## config.mk

```make
export PLATFORM = sky130hd
export DESIGN_NAME = if_fetch_stage_flat
export DESIGN_NICKNAME = d
export VERILOG_FILES = /design/src/rtl/if_fetch_stage_if.sv /design/src/rtl/if_fetch_stage.sv /design/src/flat_wrapper.sv
export SDC_FILE = /design/constraint.sdc
export NUM_CORES = 1
export LEC_CHECK = 0
export CAP_MARGIN = 40
export CELL_PAD_IN_SITES_DETAIL_PLACEMENT = 1
export CELL_PAD_IN_SITES_GLOBAL_PLACEMENT = 1
export CORE_AREA = 8 8 133 73
export DETAILED_ROUTE_END_ITERATION = 6
export DIE_AREA = 0 0 141 81
export PLACE_DENSITY_LB_ADDON = 0.1
export SLEW_MARGIN = 20
export SYNTH_ARGS = -nofsm -noshare
export SYNTH_HDL_FRONTEND = slang
export SYNTH_SLANG_ARGS = --single-unit
```

## constraint.sdc

```tcl
create_clock -name clk -period 2.8 [get_ports clk]
set_input_delay 0.56 -clock clk [delete_from_list [all_inputs] [get_ports clk]]
set_output_delay 0.56 -clock clk [all_outputs]
set_load 0.02 [all_outputs]
```

## src/rtl/if_fetch_stage_if.sv

```systemverilog
// ----------------------------------------------------------------------------
// if_fetch_stage_if
// Instruction-memory bus between the fetch stage (master) and a
// variable-latency instruction memory (slave). At most one request is
// outstanding, and responses return in order.
// ----------------------------------------------------------------------------
interface if_fetch_stage_if #(
    parameter int PC_W    = 9,
    parameter int INSTR_W = 32
);
    logic               imem_req;
    logic [PC_W-1:0]    imem_addr;
    logic               imem_valid;
    logic [INSTR_W-1:0] imem_rdata;

    modport master (
        output imem_req,
        output imem_addr,
        input  imem_valid,
        input  imem_rdata
    );

    modport slave (
        input  imem_req,
        input  imem_addr,
        output imem_valid,
        output imem_rdata
    );
endinterface

```

## src/rtl/if_fetch_stage.sv

```systemverilog
// ----------------------------------------------------------------------------
// if_fetch_stage
// Instruction-fetch stage feeding the IF/ID pipeline register. It owns the
// PC, keeps one fetch in flight, absorbs stalls and redirects, and presents
// NOP_INSTR whenever no real instruction is available.
//
// Optional feature: define IF_PERF_CNT_EN to add the fetch_cnt and
// redirect_cnt performance counters.
// ----------------------------------------------------------------------------
module if_fetch_stage #(
    parameter int                 PC_W      = 9,
    parameter int                 INSTR_W   = 32,
    parameter logic [PC_W-1:0]    RESET_PC  = '0,
    parameter logic [INSTR_W-1:0] NOP_INSTR = 32'h0000_0013
) (
    input  logic                clk,
    input  logic                reset,
    input  logic                stall,
    input  logic                redirect,
    input  logic [PC_W-1:0]     redirect_pc,
    if_fetch_stage_if.master    imem,
    output logic [PC_W-1:0]     PC,
    output logic [PC_W-1:0]     PCPlus4,
    output logic [INSTR_W-1:0]  Instr,
`ifdef IF_PERF_CNT_EN
    output logic [31:0]         fetch_cnt,
    output logic [31:0]         redirect_cnt,
`endif
    output logic                fetch_valid
);

    typedef enum logic [1:0] {
        S_FETCH,   // ready to issue a request at r_pc
        S_WAIT,    // request outstanding, response wanted
        S_HOLD,    // instruction in r_ibuf, presented to IF/ID
        S_DROP     // request outstanding, response is stale
    } state_t;

    state_t             r_state;
    state_t             w_next_state;
    logic [PC_W-1:0]    r_pc;
    logic [PC_W-1:0]    w_pc_next;
    logic [PC_W-1:0]    w_pc_plus4;
    logic [PC_W-1:0]    w_redirect_aligned;
    logic [INSTR_W-1:0] r_ibuf;
    logic               w_ibuf_load;
    logic               w_req;
    logic [PC_W-1:0]    w_addr;
    logic               w_present;

    // Additions wrap naturally at PC_W bits.
    assign w_pc_plus4         = r_pc + PC_W'(4);
    assign w_redirect_aligned = {redirect_pc[PC_W-1:2], 2'b00};

    // State, PC and instruction buffer registers.
    // NOTE: sequential state uses non-blocking assignments so every register
    // samples the pre-edge values, independent of statement order.
    always_ff @(posedge clk) begin
        if (reset) begin
            r_state <= S_FETCH;
            r_pc    <= RESET_PC;
            r_ibuf  <= '0;
        end else begin
            r_state <= w_next_state;
            r_pc    <= w_pc_next;
            if (w_ibuf_load) begin
                r_ibuf <= imem.imem_rdata;
            end
        end
    end

    // Next-state, next-PC and memory request decode.
    // NOTE: every output of this block gets a default first, so no path
    // through the case can leave a signal unassigned and infer a latch.
    always_comb begin
        w_next_state = r_state;
        w_pc_next    = r_pc;
        w_ibuf_load  = 1'b0;
        w_req        = 1'b0;
        w_addr       = r_pc;
        case (r_state)
            S_FETCH: begin
                if (redirect) begin
                    w_pc_next = w_redirect_aligned;
                end else begin
                    w_req        = 1'b1;
                    w_next_state = S_WAIT;
                end
            end
            S_WAIT: begin
                if (imem.imem_valid) begin
                    if (redirect) begin
                        w_pc_next    = w_redirect_aligned;
                        w_next_state = S_FETCH;
                    end else begin
                        w_ibuf_load  = 1'b1;
                        w_next_state = S_HOLD;
                    end
                end else if (redirect) begin
                    w_pc_next    = w_redirect_aligned;
                    w_next_state = S_DROP;
                end
            end
            S_HOLD: begin
                // Redirect wins over stall: the held instruction is wrong-path.
                if (redirect) begin
                    w_pc_next    = w_redirect_aligned;
                    w_next_state = S_FETCH;
                end else if (!stall) begin
                    // IF/ID captures now; overlap the next fetch.
                    w_req        = 1'b1;
                    w_addr       = w_pc_plus4;
                    w_pc_next    = w_pc_plus4;
                    w_next_state = S_WAIT;
                end
            end
            S_DROP: begin
                if (redirect) begin
                    w_pc_next = w_redirect_aligned;
                end
                if (imem.imem_valid) begin
                    w_next_state = S_FETCH;
                end
            end
            default: begin
                w_next_state = S_FETCH;
            end
        endcase
    end

    // Requests are suppressed while reset is held so the memory, reset
    // alongside us, never sees a request it would then lose.
    assign imem.imem_req  = w_req & ~reset;
    assign imem.imem_addr = w_addr;

    // A same-cycle redirect masks the presented instruction.
    assign w_present   = (r_state == S_HOLD) && !redirect;
    assign fetch_valid = w_present;
    assign Instr       = w_present ? r_ibuf : NOP_INSTR;
    assign PC          = r_pc;
    assign PCPlus4     = w_pc_plus4;

`ifdef IF_PERF_CNT_EN
    logic [31:0] r_fetch_cnt;
    logic [31:0] r_redirect_cnt;

    // Performance counters: instructions consumed by IF/ID and redirects seen.
    always_ff @(posedge clk) begin
        if (reset) begin
            r_fetch_cnt    <= '0;
            r_redirect_cnt <= '0;
        end else begin
            if ((r_state == S_HOLD) && !stall && !redirect) begin
                r_fetch_cnt <= r_fetch_cnt + 32'd1;
            end
            if (redirect) begin
                r_redirect_cnt <= r_redirect_cnt + 32'd1;
            end
        end
    end

    assign fetch_cnt    = r_fetch_cnt;
    assign redirect_cnt = r_redirect_cnt;
`endif

endmodule

```

## src/flat_wrapper.sv

```systemverilog
// flat-port wrapper written by rule: the top's interface ports become plain ports
module if_fetch_stage_flat 
#(
    parameter int                 PC_W      = 9,
    parameter int                 INSTR_W   = 32,
    parameter logic [PC_W-1:0]    RESET_PC  = '0,
    parameter logic [INSTR_W-1:0] NOP_INSTR = 32'h0000_0013
)
  (clk, reset, stall, redirect, redirect_pc, PC, PCPlus4, Instr, fetch_valid, imem_imem_req, imem_imem_addr, imem_imem_valid, imem_imem_rdata);
  if_fetch_stage_if #(.PC_W(PC_W), .INSTR_W(INSTR_W)) imem_i ();
  input  logic clk;
  input  logic reset;
  input  logic stall;
  input  logic redirect;
  input  logic [PC_W-1:0] redirect_pc;
  output logic [PC_W-1:0] PC;
  output logic [PC_W-1:0] PCPlus4;
  output logic [INSTR_W-1:0] Instr;
  output logic fetch_valid;
  output wire logic [$bits(imem_i.imem_req)-1:0] imem_imem_req;
  output wire logic [$bits(imem_i.imem_addr)-1:0] imem_imem_addr;
  input wire logic [$bits(imem_i.imem_valid)-1:0] imem_imem_valid;
  input wire logic [$bits(imem_i.imem_rdata)-1:0] imem_imem_rdata;
  assign imem_imem_req = imem_i.imem_req;
  assign imem_imem_addr = imem_i.imem_addr;
  assign imem_i.imem_valid = imem_imem_valid;
  assign imem_i.imem_rdata = imem_imem_rdata;
  if_fetch_stage #(.PC_W(PC_W), .INSTR_W(INSTR_W), .RESET_PC(RESET_PC), .NOP_INSTR(NOP_INSTR)) u_core (.clk(clk), .reset(reset), .stall(stall), .redirect(redirect), .redirect_pc(redirect_pc), .imem(imem_i), .PC(PC), .PCPlus4(PCPlus4), .Instr(Instr), .fetch_valid(fetch_valid));
endmodule
```

==> impl_metrics.ini <==
[run_status]
status = completed

[cts]
cts-hold-fix-buffers = 0
cts_max_path_buffers = 2
cts_sinks = 41
htree_levels = 2
cts_tree = done
path_clk_slew_ns = 0.06
clock-root-buffer = clkbuf_16
clk_latency_ns = 0.28
cts_buffers = 5

[sta]
final.period_utilization = 0.975
clock.fmax_ghz = 0.366
slew_headroom = 0.666
finalMaxSlewViolations = 0
setup_viol_count_final = 0
tightest_slew_ns = 0.501
fin_crit_ns = 2.73
finClkSkew_ns = 0.00333
hold_viol = 0
rsz0062_at_grt = false
fin_ws_ns = 0.0700
holdWs_ns = 0.448

[logic_synthesis]
synth_edf_count = 0
synth_compound_area_frac = 0.135
synth_top_family_by_area = simple AND/OR/NAND/NOR gates
synth_area_um2 = 2070
synthAdderAreaFrac = 0.00604
postSynthCellCount = 274
synthXorXnorAreaFrac = 0.0507
avgSynthCellArea_um2 = 7.57
synth-seq-area-share = 0.396
synth_top_cell_by_area = dfxtp_1
ys_seq_elements = 41
yosysWarningCount = 0
yosys.area_share.simple = 0.318
synthMuxAreaShare = 0.0103
ys.flop_type = dfxtp_1
synth_top_area_frac = 0.396
postSynth.asyncResetShare = 0
ys_types = 36
ys_top_cells_by_area = dfxtp_1 40%, nand2_1 12%, and2_1 8.8%

[cells_and_area]
final_util = 0.440
drive_gt1_frac = 0.185
regArea_um2 = 821
fin_nets = 420
diodes = 0
instances_no_fill = 485
multi_input_area_um2 = 1130
fill_cells = 943
syn_to_final_growth_pct = 65.5

[global_route]
grt.overflow.total = 0
grt_use_total = 0.138
grt_pass1_vias = 2273
grt_max_degree = 42
antenna_found_initial = 0
grt_pass1_wl_mm = 12.2

[place]
pre_cts_slack_ns = -0.430
dp_cells = 477
gp_congestion = 0.802
io_buffers = 98
hpwl_mm = 5.89

[worst_setup_path]
path_buf_inv = 3
critPathCaptureType = output port
crit_type = input pin to output port
crit_chain = clkdlybuf4s50_1 -> or3b_4 -> buf_4 -> or2_2 -> dlygate4sd2_1
worstPathRequired_ns = 2.24
cpMaxStageDelayCell = clkdlybuf4s50_1
start_kind = input pin
critPathTopFamily = buffers and inverters
slowest_delay_ns = 0.43
worstPathMaxFanout = 5
crit_arrival_ns = 2.17

[drt]
dr_total_vias = 2145
drt-initial-drc-count = 65
vias_per_cell = 4.42
ant_nets = 0
routedWlPerCell_um = 16.0
dr.pass1.iters = 4
wl_mm = 7.75
drc = 0

[floorplan]
fp.coreArea_um2 = 7800
fp.dieH_um = 81
die_area_um2 = 11400
io_pins = 107
core.rowCount = 23
start_util = 0.266
die_x_um = 141

[pwr]
total_power_mw = 1.52
p_leak_nw = 1.28
p_per_area_nw_per_um2 = 443
ir_worst_vdd_v = 0.000217

[flow_run]
drv_cap = 0

[hold_path]
hold_class = register to register
[stage by stage]
stage / cell area (um2) / TNS, ns
floorplan: 2090 / 0
global placement: 3220 / -11.93
detailed placement: 3220 / -13.12
CTS: 3430 / 0
global route: 3430 / 0
finish: 3430 / 0
[sequential cells by signal, indices dropped and copies added (netlist names)]
register,count
u_core.PC,7
u_core.r_state,2
u_core.r_ibuf,32
[cell usage in the layout (no fill, tap or decap), drive strengths merged, types with 3 or more instances in the layout]
cell type      netlist  layout
a311oi               5       5
clkbuf              22       5
nand3                4       4
a21oi               34      34
nand2               68      68
dlygate4sd2          0       6
dfxtp               41      41
inv                  4       4
xnor2                7       7
nor2                 9       9
conb                 1       6
xor2                 5       5
clkdlybuf4s50        0      55
or2                  3       3
and2                29      29
o31ai                3       3
buf                  9      23
or4                  3       3
clkdlybuf4s15        0      32
o21ai                4       4
[report_power, final]
part | switching, mW | internal, mW | leakage [nW]
sequential | 0.0142 | 0.603 | 0.333
combinational | 0.129 | 0.132 | 0.865
clock | 0.228 | 0.414 | 0.0797
[final cells by class]
| class | instances | share of cell area |
|---|---|---|
| repair buffers | 118 | 0.339 |
| clock inverters | 2 | 0.0102 |
| multi-input cells | 203 | 0.330 |
| flip-flops and latches | 41 | 0.239 |
| clock buffers | 5 | 0.0365 |
| inverters | 4 | 0.00437 |
| well taps | 112 | 0.0408 |
[cells by family after synthesis]
logic type / after synthesis
xor+xnor: 12
mux: 2
fa+ha+maj: 1
other cells: 1
buf+inv: 35
compound gates: 49
simple gates: 133
flops: 41
[cells in the mapped netlist, drive strengths merged, types with 3 or more instances]
library cell,instances
o31ai,3
dfxtp,41
and2,29
xor2,5
nand3,4
a21oi,34
inv,4
clkbuf,22
or4,3
buf,9
o21ai,4
nand2,68
nor2,9
or2,3
xnor2,7
a311oi,5
[worst min-delay path, stage by stage (launching register included)]
cell     delay [ns]
dfxtp_1        0.30
nand2_1        0.05
a21oi_1        0.05
[routing by layer]
metal / GRT usage / wire length [um] / vias up
li1: - / - / 1079
met4: 0.0351 / 67 / 0
met5: 0 / 0 / -
met2: 0.196 / 2950 / 57
met1: 0.184 / 4050 / 1004
met3: 0.0643 / 680 / 5
[worst paths after layout]
kind	from	endpoint	slack, ns	cells after the start
worst max-delay path	redirect	Instr[1]	0.07	5
worst min-delay path	u_core.r_ibuf[25]	u_core.r_ibuf[25]	0.45	2
worst max register to register	u_core.r_state[0]	u_core.PC[8]	0.96	4
worst min register to register	u_core.r_ibuf[25]	u_core.r_ibuf[25]	0.45	2
[repair_timing]
item / 4_1_cts / 5_1_grt
setup buffers: 1 / 0
gates resized for setup: 110 / 4
setup endpoints to repair: 40 / 3
Power figures use the tool's default switching activity.
